==> config.mk <==
export PLATFORM = sky130hd
export DESIGN_NAME = arbiter4x1
export DESIGN_NICKNAME = d
export VERILOG_FILES = /design/src/rtl/arbiter4x1_pkg.sv /design/src/rtl/arbiter4x1_mux4x1.sv /design/src/rtl/arbiter4x1.sv
export SDC_FILE = /design/constraint.sdc
export NUM_CORES = 1
export LEC_CHECK = 0
export CELL_PAD_IN_SITES_DETAIL_PLACEMENT = 0
export CELL_PAD_IN_SITES_GLOBAL_PLACEMENT = 2
export CORE_ASPECT_RATIO = 1.25
export CORE_MARGIN = 2
export CORE_UTILIZATION = 14
export CTS_CLUSTER_DIAMETER = 50
export DETAILED_ROUTE_END_ITERATION = 10
export PLACE_DENSITY_LB_ADDON = 0.1
export SYNTH_ARGS = -nofsm -noshare
export SYNTH_HDL_FRONTEND = slang
export SYNTH_HIERARCHICAL = 1
export SYNTH_SLANG_ARGS = --single-unit
==> constraint.sdc <==
create_clock -name clk -period 1.81 [get_ports clk]
set_clock_uncertainty 0.2 [all_clocks]
set_input_delay 0.181 -clock clk [delete_from_list [all_inputs] [get_ports clk]]
set_output_delay 0.181 -clock clk [all_outputs]
set_load 0.02 [all_outputs]
==> src/rtl/arbiter4x1_pkg.sv <==
// Shared types and defaults for the four-way round-robin arbiter.
package arbiter4x1_pkg;

  typedef enum logic [0:0] {
    StIdle = 1'b0,
    StOwn  = 1'b1
  } arb_state_e;

  localparam int unsigned DefWide    = 32;
  localparam int unsigned DefMaxHold = 8;

  typedef struct packed {
    logic       found;
    logic [1:0] idx;
  } pick_t;

endpackage

==> src/rtl/arbiter4x1_mux4x1.sv <==
// Four-input payload mux steered by the arbiter's registered select.
module arbiter4x1_mux4x1 #(
  parameter int unsigned WIDE = 32
) (
  input  logic [WIDE-1:0] in_00,
  input  logic [WIDE-1:0] in_01,
  input  logic [WIDE-1:0] in_10,
  input  logic [WIDE-1:0] in_11,
  input  logic [1:0]      slct,
  output logic [WIDE-1:0] out
);

  always_comb begin
    out = in_00;
    unique case (slct)
      2'd0: out = in_00;
      2'd1: out = in_01;
      2'd2: out = in_10;
      2'd3: out = in_11;
      default: out = in_00;
    endcase
  end

endmodule

==> src/rtl/arbiter4x1.sv <==
// Round-robin arbiter with persistent ownership and bounded hold time under contention.
module arbiter4x1
  import arbiter4x1_pkg::*;
#(
  parameter int unsigned WIDE     = DefWide,
  parameter int unsigned MAX_HOLD = DefMaxHold
) (
  input  logic            clk,
  input  logic            rst,
  input  logic [3:0]      req,
  input  logic [WIDE-1:0] in_00,
  input  logic [WIDE-1:0] in_01,
  input  logic [WIDE-1:0] in_10,
  input  logic [WIDE-1:0] in_11,
  output logic [3:0]      gnt,
  output logic [1:0]      slct,
  output logic [WIDE-1:0] out,
  output logic            out_valid,
  output logic            busy
);

  localparam logic [3:0] HoldLast = 4'(MAX_HOLD - 1);

  arb_state_e state_q, state_d;
  logic [3:0] gnt_q, gnt_d;
  logic [1:0] slct_q, slct_d;
  logic [1:0] ptr_q, ptr_d;
  logic [3:0] hold_q, hold_d;

  logic [3:0] others;
  logic [1:0] next_ptr;
  logic       release_own;
  pick_t      pick_idle, pick_rel;

  // First set bit of r in order p, p+1, p+2, p+3 (mod 4).
  function automatic pick_t rr_pick(input logic [3:0] r, input logic [1:0] p);
    pick_t      res;
    logic [1:0] c;
    res = '0;
    for (int k = 3; k >= 0; k--) begin
      c = p + 2'(k);
      if (r[c]) begin
        res.found = 1'b1;
        res.idx   = c;
      end
    end
    return res;
  endfunction

  always_comb begin
    others      = req & ~gnt_q;
    next_ptr    = slct_q + 2'd1;
    pick_idle   = rr_pick(req, ptr_q);
    pick_rel    = rr_pick(others, next_ptr);
    // A dropped request and an expired hold both hand off the same way.
    release_own = !req[slct_q] || ((hold_q == HoldLast) && (|others));

    state_d = state_q;
    gnt_d   = gnt_q;
    slct_d  = slct_q;
    ptr_d   = ptr_q;
    hold_d  = hold_q;

    case (state_q)
      StIdle: begin
        gnt_d = 4'b0000;
        if (pick_idle.found) begin
          state_d = StOwn;
          gnt_d   = 4'b0001 << pick_idle.idx;
          slct_d  = pick_idle.idx;
          hold_d  = 4'd0;
        end
      end
      StOwn: begin
        if (release_own) begin
          ptr_d  = next_ptr;
          hold_d = 4'd0;
          if (pick_rel.found) begin
            gnt_d  = 4'b0001 << pick_rel.idx;
            slct_d = pick_rel.idx;
          end else begin
            state_d = StIdle;
            gnt_d   = 4'b0000;
          end
        end else if (hold_q != HoldLast) begin
          hold_d = hold_q + 4'd1;
        end
      end
      default: begin
        state_d = StIdle;
        gnt_d   = 4'b0000;
      end
    endcase
  end

  always_ff @(posedge clk) begin
    if (rst) begin
      state_q <= StIdle;
      gnt_q   <= 4'b0000;
      slct_q  <= 2'd0;
      ptr_q   <= 2'd0;
      hold_q  <= 4'd0;
    end else begin
      state_q <= state_d;
      gnt_q   <= gnt_d;
      slct_q  <= slct_d;
      ptr_q   <= ptr_d;
      hold_q  <= hold_d;
    end
  end

  assign gnt       = gnt_q;
  assign slct      = slct_q;
  assign busy      = (state_q == StOwn);
  assign out_valid = (|gnt_q) && req[slct_q];

  arbiter4x1_mux4x1 #(
    .WIDE(WIDE)
  ) u_mux (
    .in_00(in_00),
    .in_01(in_01),
    .in_10(in_10),
    .in_11(in_11),
    .slct (slct_q),
    .out  (out)
  );

endmodule

==> results.py <==
metrics = {
    "run_status": {
        "outcome": "finished with violations",
        "violations": "setup timing",
    },
    "final_layout": {
        "nNetsFinal": 518,
        "drive_above_1_share_pct": 47.1,
        "multi_input_area_sq_um": 1550,
        "regArea_sq_um": 283,
        "fin_cells": 546,
        "antenna_cells": 0,
        "syn2layout_area_growth_pct": 157,
        "design_area_sq_um": 4530,
        "fillerInstances": 1230,
    },
    "grt": {
        "grt_max_degree": 15,
        "grt_overflow_total": 0,
        "antenna_found_initial": 0,
        "grt_use_total_pct": 15.2,
        "grt_pass1_wl_um": 15900,
        "grt_pass1_vias": 2505,
    },
    "detailed_routing": {
        "drc": 0,
        "wl_per_cell_um": 19.2,
        "vias": 2367,
        "dr.first_iter.drc_count": 77,
        "dr.max_layer_used": "met4",
        "postRouteWirelength_um": 10500,
        "viasPerCell": 4.34,
        "met2WireLength_um": 5520,
        "met1Wirelength_um": 4090,
        "ant_nets": 0,
        "dr.pass1.iters": 4,
        "dr_wl_met3_um": 820,
    },
    "die": {
        "dieArea_sq_um": 13500,
        "start_util_pct": 14.4,
        "die_h_um": 130,
        "io_pins": 174,
        "die_w_um": 104,
        "rows": 45,
        "core_area_sq_um": 12200,
    },
    "synthesis": {
        "synth_ff_type": "dfxtp_1",
        "synth.net_count": 286,
        "synth_top_cell_by_area": "mux4_2",
        "synth_edf_count": 0,
        "netlist_instances": 151,
        "synthDistinctLibCells": 42,
        "yosysWarnings": 6,
        "synth_area_leaders": "mux4_2 (40%), dfxtp_1 (15%), buf_12 (3.4%), mux4_1 (3.0%), nor2_1 (3.0%)",
        "synth_top_area_share_pct": 39.6,
        "synthArstFlopShare_pct": 0,
        "avgSynthCellArea_sq_um": 11.7,
        "ys_seq_area_share_pct": 14.8,
        "netlist_area_sq_um": 1760,
        "synth_seq_cells": 13,
    },
    "critical_path": {
        "path_common_cell": "buf_12",
        "crit_path_end_kind": "output port",
        "path_buf_inv": 4,
        "path_max_fanout": 6,
        "worstSetupPathType": "register to output port",
        "crit_chain": "buf_12 -> buf_16 -> buf_12 -> mux4_2 -> buf_6",
        "crit_family": "multiplexers",
        "cpMaxStageDelayCell": "mux4_2",
        "cp.required_ns": 1.43,
        "worst_setup_path_start_kind": "register",
        "max_stage_delay_ns": 0.53,
        "critPathArrivalTime_ns": 1.65,
    },
    "timing": {
        "hold_viol": 0,
        "whs_ns": 0.312,
        "slew_headroom_pct": 69.9,
        "fin_crit_sh_pct": 112,
        "rsz0062_at_grt": "yes",
        "tightest_slew_ns": 0.451,
        "setup_tns_ns": -5.52,
        "max_freq_mhz": 493,
        "maxSlewViolCount": 0,
        "setup_violations": 41,
        "fin_ws_ns": -0.217,
        "post-route-min-period_ns": 2.03,
    },
    "power_and_ir_drop": {
        "p_comb_share_pct": 74.2,
        "ir_drop_mv": 0.462,
        "power_density_nw_per_um2": 692,
        "p_int_w": 0.00201,
        "pwr-share-seq_pct": 12.3,
        "p_sw_share_pct": 35.9,
        "p_leak_nw": 1.72,
        "p_clk_share_pct": 13.4,
        "power.switching_w": 0.00112,
    },
    "placed_design": {
        "gp_congestion": 0.787,
        "dp_cells": 522,
        "port_buffers": 173,
        "post_dp_cell_area_sq_um": 3980,
        "place_ws_ns": -0.557,
        "hpwl_um": 8360,
    },
    "clocking": {
        "h-tree-depth": 1,
        "clkSinkCount": 13,
        "root_buffer": "clkbuf_16",
        "hold_buffers": 0,
        "cts_tree": "done",
        "cts_buffers": 3,
        "insertion_delay_ns": 0.24,
        "clk_pin_slew_ns": 0.05,
        "cts_buffer_depth": 2,
    },
    "flow_run": {
        "drv_cap": 0,
    },
    "hold_path": {
        "hp-class": "register to register",
    },
}
[cell usage after synthesis, types with 3 or more instances]
master and instances:
buf_12 3, a211oi_1 4, nand2_1 3, mux2i_1 5, dfxtp_1 13, nand3b_1 4
a21oi_1 4, nand2b_1 5, mux4_2 31, and2_1 3, nor2b_4 3, xnor2_1 4
o21a_1 3, nor2_1 14, buf_2 6, inv_1 6, o21ai_0 3, a311oi_1 6
o22ai_1 3
[cell families (layout without fill, tap and decap cells)]
logic type	after synthesis	in the layout	share of synthesized area, %
simple gates	46	46	16.4
fa+ha+maj	1	1	0.709
mux	38	38	45.4
compound gates	32	32	13.5
buf+inv	17	248	7.23
xor+xnor	4	4	1.99
flops	13	13	14.8
[per-stage QoR]
stage | utilization, % | power [W]
after floorplan | - | 0.00137
final | 37.1 | 0.00314
after CTS | 35.5 | 0.00305
after global routing | 37.1 | 0.00331
after detailed placement | 32.6 | 0.00235
after global placement | 32.6 | 0.00236
[timing repair]
item	CTS	global route
pin swaps	13	10
gates resized for setup	225	47
hold endpoints to repair	0	0
endpoints found under the setup margin	47	46
gates cloned	3	0
buffers inserted	11	8
[path summary, 6_finish.rpt]
kind | from | endpoint | slack [ns] | depth (start not counted)
setup / recovery | slct[0] | out[10] | -0.22 | 5
hold reg to reg | hold_q[3] | hold_q[3] | 0.31 | 2
hold / removal | hold_q[3] | hold_q[3] | 0.31 | 2
setup reg to reg | slct[0] | gnt[3] | -0.17 | 8
[cells in the final DEF, fill, tap and decap left out, types with 2 or more instances in the layout]
cell and n:
clkdlybuf4s50_1 132, buf_4 49, buf_6 39, mux4_2 33
nor2_1 7, inv_1 6, nor2_2 5, dfxtp_1 5
dfxtp_4 5, dlygate4sd2_1 5, buf_12 5, nand3b_1 4
mux2i_1 4, nand2b_1 4, nor2b_4 3, a21oi_1 3
nand2_1 3, o21a_1 3, a311oi_2 3, xnor2_1 3
a311oi_1 3, clkbuf_16 3, dfxtp_2 3, nor2_4 2
and2_1 2, o21ai_2 2, nor3_1 2, a211oi_1 2
a211oi_2 2, buf_2 2, buf_8 2
[flip-flops by register name, summed over array words and instances, names as in the netlist]
signal	count
ptr_q	2
slct	2
gnt	4
hold_q	4
busy	1
[power by group through the flow]
| stage | clock network (W) | registers, W | logic [W] |
|---|---|---|---|
| 2_1_floorplan | 0 | 0.000408 | 0.000959 |
| 4_1_cts | 0.000433 | 0.000386 | 0.00223 |
| 3_5_place_dp | 0 | 0.000393 | 0.00195 |
| 6_report | 0.000422 | 0.000387 | 0.00233 |
| 3_3_place_gp | 0 | 0.000393 | 0.00197 |
| 5_1_grt | 0.000453 | 0.000392 | 0.00247 |
[final cells by class]
class	count	area share [%]
clock buffer	4	1.74
inverter	6	0.497
tap	164	4.53
multi-input combinational	121	34.3
sequential	13	6.24
timing repair buffer	238	52.7
[routing by layer]
metal / track usage, % / up-vias
met5: 0 / -
met4: 1.03 / 0
met3: 3.87 / 2
met2: 28.7 / 100
met1: 18.2 / 1169
li1: - / 1096
[worst min-delay path, cell delays in order, from the launching register on]
cell,delay [ns]
dfxtp_1,0.33
xnor2_1,0.08
nor2_1,0.07
Power figures use the tool's default switching activity.
